$ cat src/rtl/sw_led_fsm.sv
// sw_led_fsm: Moore FSM stepping through five states on exact switch codes, LEDs identify the state
module sw_led_fsm (
  input  logic       clk,
  input  logic       reset,
  input  logic [2:0] sw,
  output logic [2:0] led
);
  typedef enum logic [2:0] {
    IDLE = 3'd0,
    ST1  = 3'd1,
    ST2  = 3'd2,
    ST3  = 3'd3,
    ST4  = 3'd4
  } state_e;
  // plain vector register so unused encodings (5..7) stay representable and recover
  logic [2:0] state_q, state_d;
  always_ff @(posedge clk) state_q <= reset ? IDLE : state_d;
  always_comb begin
    state_d = state_q;
    led     = 3'b000;
    case (state_q)
      IDLE: state_d = (sw == 3'b001) ? ST1 : (sw == 3'b010) ? ST2 : state_q;
      ST1: begin
        led     = 3'b001;
        state_d = (sw == 3'b010) ? ST2 : state_q;
      end
      ST2: begin
        led     = 3'b010;
        state_d = (sw == 3'b100) ? ST3 : state_q;
      end
      ST3: begin
        led     = 3'b100;
        state_d = (sw == 3'b001) ? ST1 : (sw == 3'b010) ? ST2 : (sw == 3'b111) ? ST4 : state_q;
      end
      ST4: begin
        led     = 3'b111;
        state_d = (sw == 3'b100) ? ST3 : (sw == 3'b000) ? IDLE : state_q;
      end
      default: state_d = IDLE;
    endcase
  end
endmodule

$ cat config.mk
export PLATFORM = sky130hd
export DESIGN_NAME = sw_led_fsm
export DESIGN_NICKNAME = d
export VERILOG_FILES = /design/src/rtl/sw_led_fsm.sv
export SDC_FILE = /design/constraint.sdc
export NUM_CORES = 1
export LEC_CHECK = 0
export ABC_AREA = 1
export CAP_MARGIN = 20
export CORE_AREA = 2 2 39 41
export DETAILED_ROUTE_END_ITERATION = 16
export DIE_AREA = 0 0 41 43
export PLACE_DENSITY_LB_ADDON = 0.2
export SLEW_MARGIN = 20
export SYNTH_ARGS = -nofsm -noshare
export SYNTH_HDL_FRONTEND = slang
export SYNTH_SLANG_ARGS = --single-unit
$ cat constraint.sdc
create_clock -name clk -period 2.2 [get_ports clk]
set_input_delay 0.44 -clock clk [delete_from_list [all_inputs] [get_ports clk]]
set_output_delay 0.44 -clock clk [all_outputs]
set_load 0.005 [all_outputs]
==> summary.md <==
| Metric | Value |
|---|---|
| Final Cell Area | `approximately 430 sq um` |
| Simple-gate portion of the synthesized area | `a little under three fifths` |
| Ant diodes | `0` |
| Largest net degree at the start of global routing | `7` |
| Max reg flops | `3` |
| Worst path bufs/invs | `2` |
| CP Launch Type | `flip-flop` |
| Post-CTS Hold Fix Bufs | `0` |
| Clk_skew | `between 1.5 and 2 ps` |
| Gate Count Post-Synth | `51` |
| Biggest registers after layout | `state_q (3)` |
| Top-area cell type share of the netlist area | `just under 20%` |
| Pins Over Slew Limit | `0` |
| Placed insts | `74` |
| Worst Max-Slew Pin Slew | `~240 ps` |
| Num rows | `14` |
| CTS Buffer Depth | `2` |
| Crit path max fanout | `6` |
| Final Power | `0.461 mW` |
| Later-pin clock latency in the skew report | `about 230 ps` |
| Post-Syn Area | `just over 300 sq um` |
| Synth Flop Type | `dfxtp_1` |
| Post-CTS setup buffer count | `0` |
| Seq/Total Area, Yosys | `roughly a fifth` |
| Synth Area in XOR/XNOR | `0%` |
| Data required, critical path | `~1800 ps` |
| Synthesis warning total | `0` |
| Pwr/cell area | `1080 mW/mm^2` |
| Input/output buffers | `7` |
| #FFs+latches synth | `3` |
| Fraction of layout cells with a size suffix above 1 | `29.0%` |
| Routed vias/inst | `about 4.3` |
| WL/cell | `around 8 microns` |
| RSZ-0062 raised after global routing | `false` |
| Number of flops mapped to enable cells by yosys | `0` |
| Post-Synth Adder-Cell Area | `0%` |
| Max IR drop VDD | `roughly 0.22 mV` |
| Worst setup path endpoint | `led[1]` |
| Reg-to-reg startpoint | `state_q[0]` |
| Synth cell types | `16` |
| Antenna viol nets, final | `0` |
| Crit share post-route | `92.2%` |
| Syn_nets | `between 50 and 60` |
| Clock buffer count from CTS | `3` |
| Post-synth ARST share | `0%` |
| Capture point of the worst reg-to-reg path | `state_q[1]` |
| Vias | `between 300 and 400` |
| Syn-to-layout area delta | `37.7%` |
| Iteration-0 DRC Markers | `11` |
| Area leader, netlist | `dfxtp_1` |
| Critical Path, Cell by Cell | `nor2_2 > nand2_2 > inv_2 > or2_2 > clkdlybuf4s50_1` |
| Post-layout util | `~30%` |
| Post-cts gate resize count | `0` |
| Hold Fails Final Rpt | `0` |
| Root buffer cell | `clkbuf_4` |
| Vias in the first global route | `roughly 320` |
| CTS tree | `built` |
| Final WL | `627 microns` |
| Crit path launch | `state_q[0]` |
| Worst Hold Class | `flip-flop to flip-flop` |
| Mux cell area share after synthesis | `0%` |
| Layout fillers | `between 150 and 200` |
| Crit path kind | `flip-flop to primary output` |
| Crit-path slowest cell | `clkdlybuf4s50_1` |
| Max Freq | `493 MHz` |
| # IOs | `8` |
| Max-cap viol count | `0` |
| Largest family of logic cells by synthesized area | `simple AND/OR/NAND/NOR gates` |
| Max incr delay on CP | `around 440 ps` |
| Worst hold slack | `around 700 ps` |
| Cell Area, Placed | `between 300 and 400 sq um` |
| Chip width | `approximately 40 microns` |
| Crit. path cell count | `5` |
| Final min period | `just over 2000 ps` |
| Count leader, synth | `nand2_1` |
| Worst Reg-to-Reg Cells | `7` |
| Final nets | `68` |
| Total track usage | `a little under a tenth` |
| Status | `completed` |
| DP Worst Slack | `between 400 and 500 ps` |
| R2r setup slk | `~1000 ps` |
| Router iterations before antenna repair | `4` |
| Largest cells by area after synthesis | `dfxtp_1 19%, nand2_1 16%, nand3_1 11%, nand2_2 8.1%, inv_1 7.3%` |
| Crit path DAT | `approximately 1600 ps` |
| # setup viols final | `0` |
| First-pass GRT wire length | `1120 microns` |
| H-tree level count | `1` |
| Final GP Congestion | `roughly 0.68` |
| Finished Layout Cells | `between 70 and 80` |
| Final worst slack | `approximately 170 ps` |
| Hpwl dp | `between 500 and 600 microns` |
| Num Clock Sinks | `3` |
| Post-Syn Area per Cell | `roughly 6 sq um` |
| Die Area | `approximately 0.0018 sq mm` |
| Starting density of the core | `between 20% and 30%` |
| P_leak | `slightly below 0.2 nW` |
| Total core area | `roughly 0.0014 sq mm` |
| Worst-path clk slew | `around 40 ps` |
| Register name with the most flops | `state_q` |
| Chip height | `roughly 43 microns` |
| Final setup TNS | `0 ps` |
| DRC violations left | `0` |
| Crit path max-delay family | `buffers and inverters` |
| Compound-Gate Fraction of Synth Area | `14.2%` |
| Initial antenna violation count | `0` |
| Crit. End Element | `primary output` |
| Global route overflow | `0` |
| Max_slew headroom | `a little over four fifths` |
| Synth cell count leaders | `13 x nand2_1, 7 x nand3_1, 6 x inv_1` |
==> worst min-delay path by stage <==
stage	cells past startpoint	start	end
5_1_grt	4	state_q[2]	state_q[2]
3_5_place_dp	4	state_q[0]	state_q[0]
6_report	4	state_q[0]	state_q[0]
4_1_cts	4	state_q[0]	state_q[0]
2_1_floorplan	1	reset	state_q[0]
3_3_place_gp	4	state_q[0]	state_q[0]
==> report_power, final <==
part | switching [mW] | leakage, nW | total, mW | internal (mW)
logic | 0.130 | 0.157 | 0.259 | 0.128
clock network | 0.0286 | 0.0150 | 0.0966 | 0.0680
registers | 0.0308 | 0.0245 | 0.106 | 0.0752
total | 0.190 | 0.196 | 0.461 | 0.272
==> kinds of logic after synthesis <==
group / count (synthesis)
flops: 3
buf+inv: 8
simple gates: 34
compound gates: 6
==> worst min-delay path: cells and delay by family (launching register included) <==
family / cells / cell delay (ps)
DFF: 1 / 350
AOI/OAI and AO/OA: 1 / 50
and+or+nand+nor: 3 / 260
==> area by class of cell <==
type	instances	area [sq um]	share of cell area (%)
Sequential cell	3	60.1	14.1
Timing Repair Buffer	7	70.1	16.5
Inverter	8	30.0	7.06
Tap cell	16	20.0	4.71
Clock buffer	4	26.3	6.18
Multi-Input combinational cell	40	219	51.5
==> cells in the final DEF, fill, tap and decap left out, types with 3 or more instances in the layout <==
cell and instances:
nor2_1 4, inv_1 6, nand2_2 4, clkdlybuf4s50_1 7, dfxtp_1 3, nand3_1 7, clkbuf_4 3, nand2_1 13
==> metal layers <==
| layer | GRT usage (%) | share of wire, % | routed length (microns) |
|---|---|---|---|
| met5 | 0 | 0 | 0 |
| met4 | 8.00 | 0 | 0 |
| met3 | 0 | 1.6 | 10 |
| met2 | 15.0 | 56 | 352 |
| met1 | 10.2 | 42 | 264 |
(Power assumes the default switching activity.)
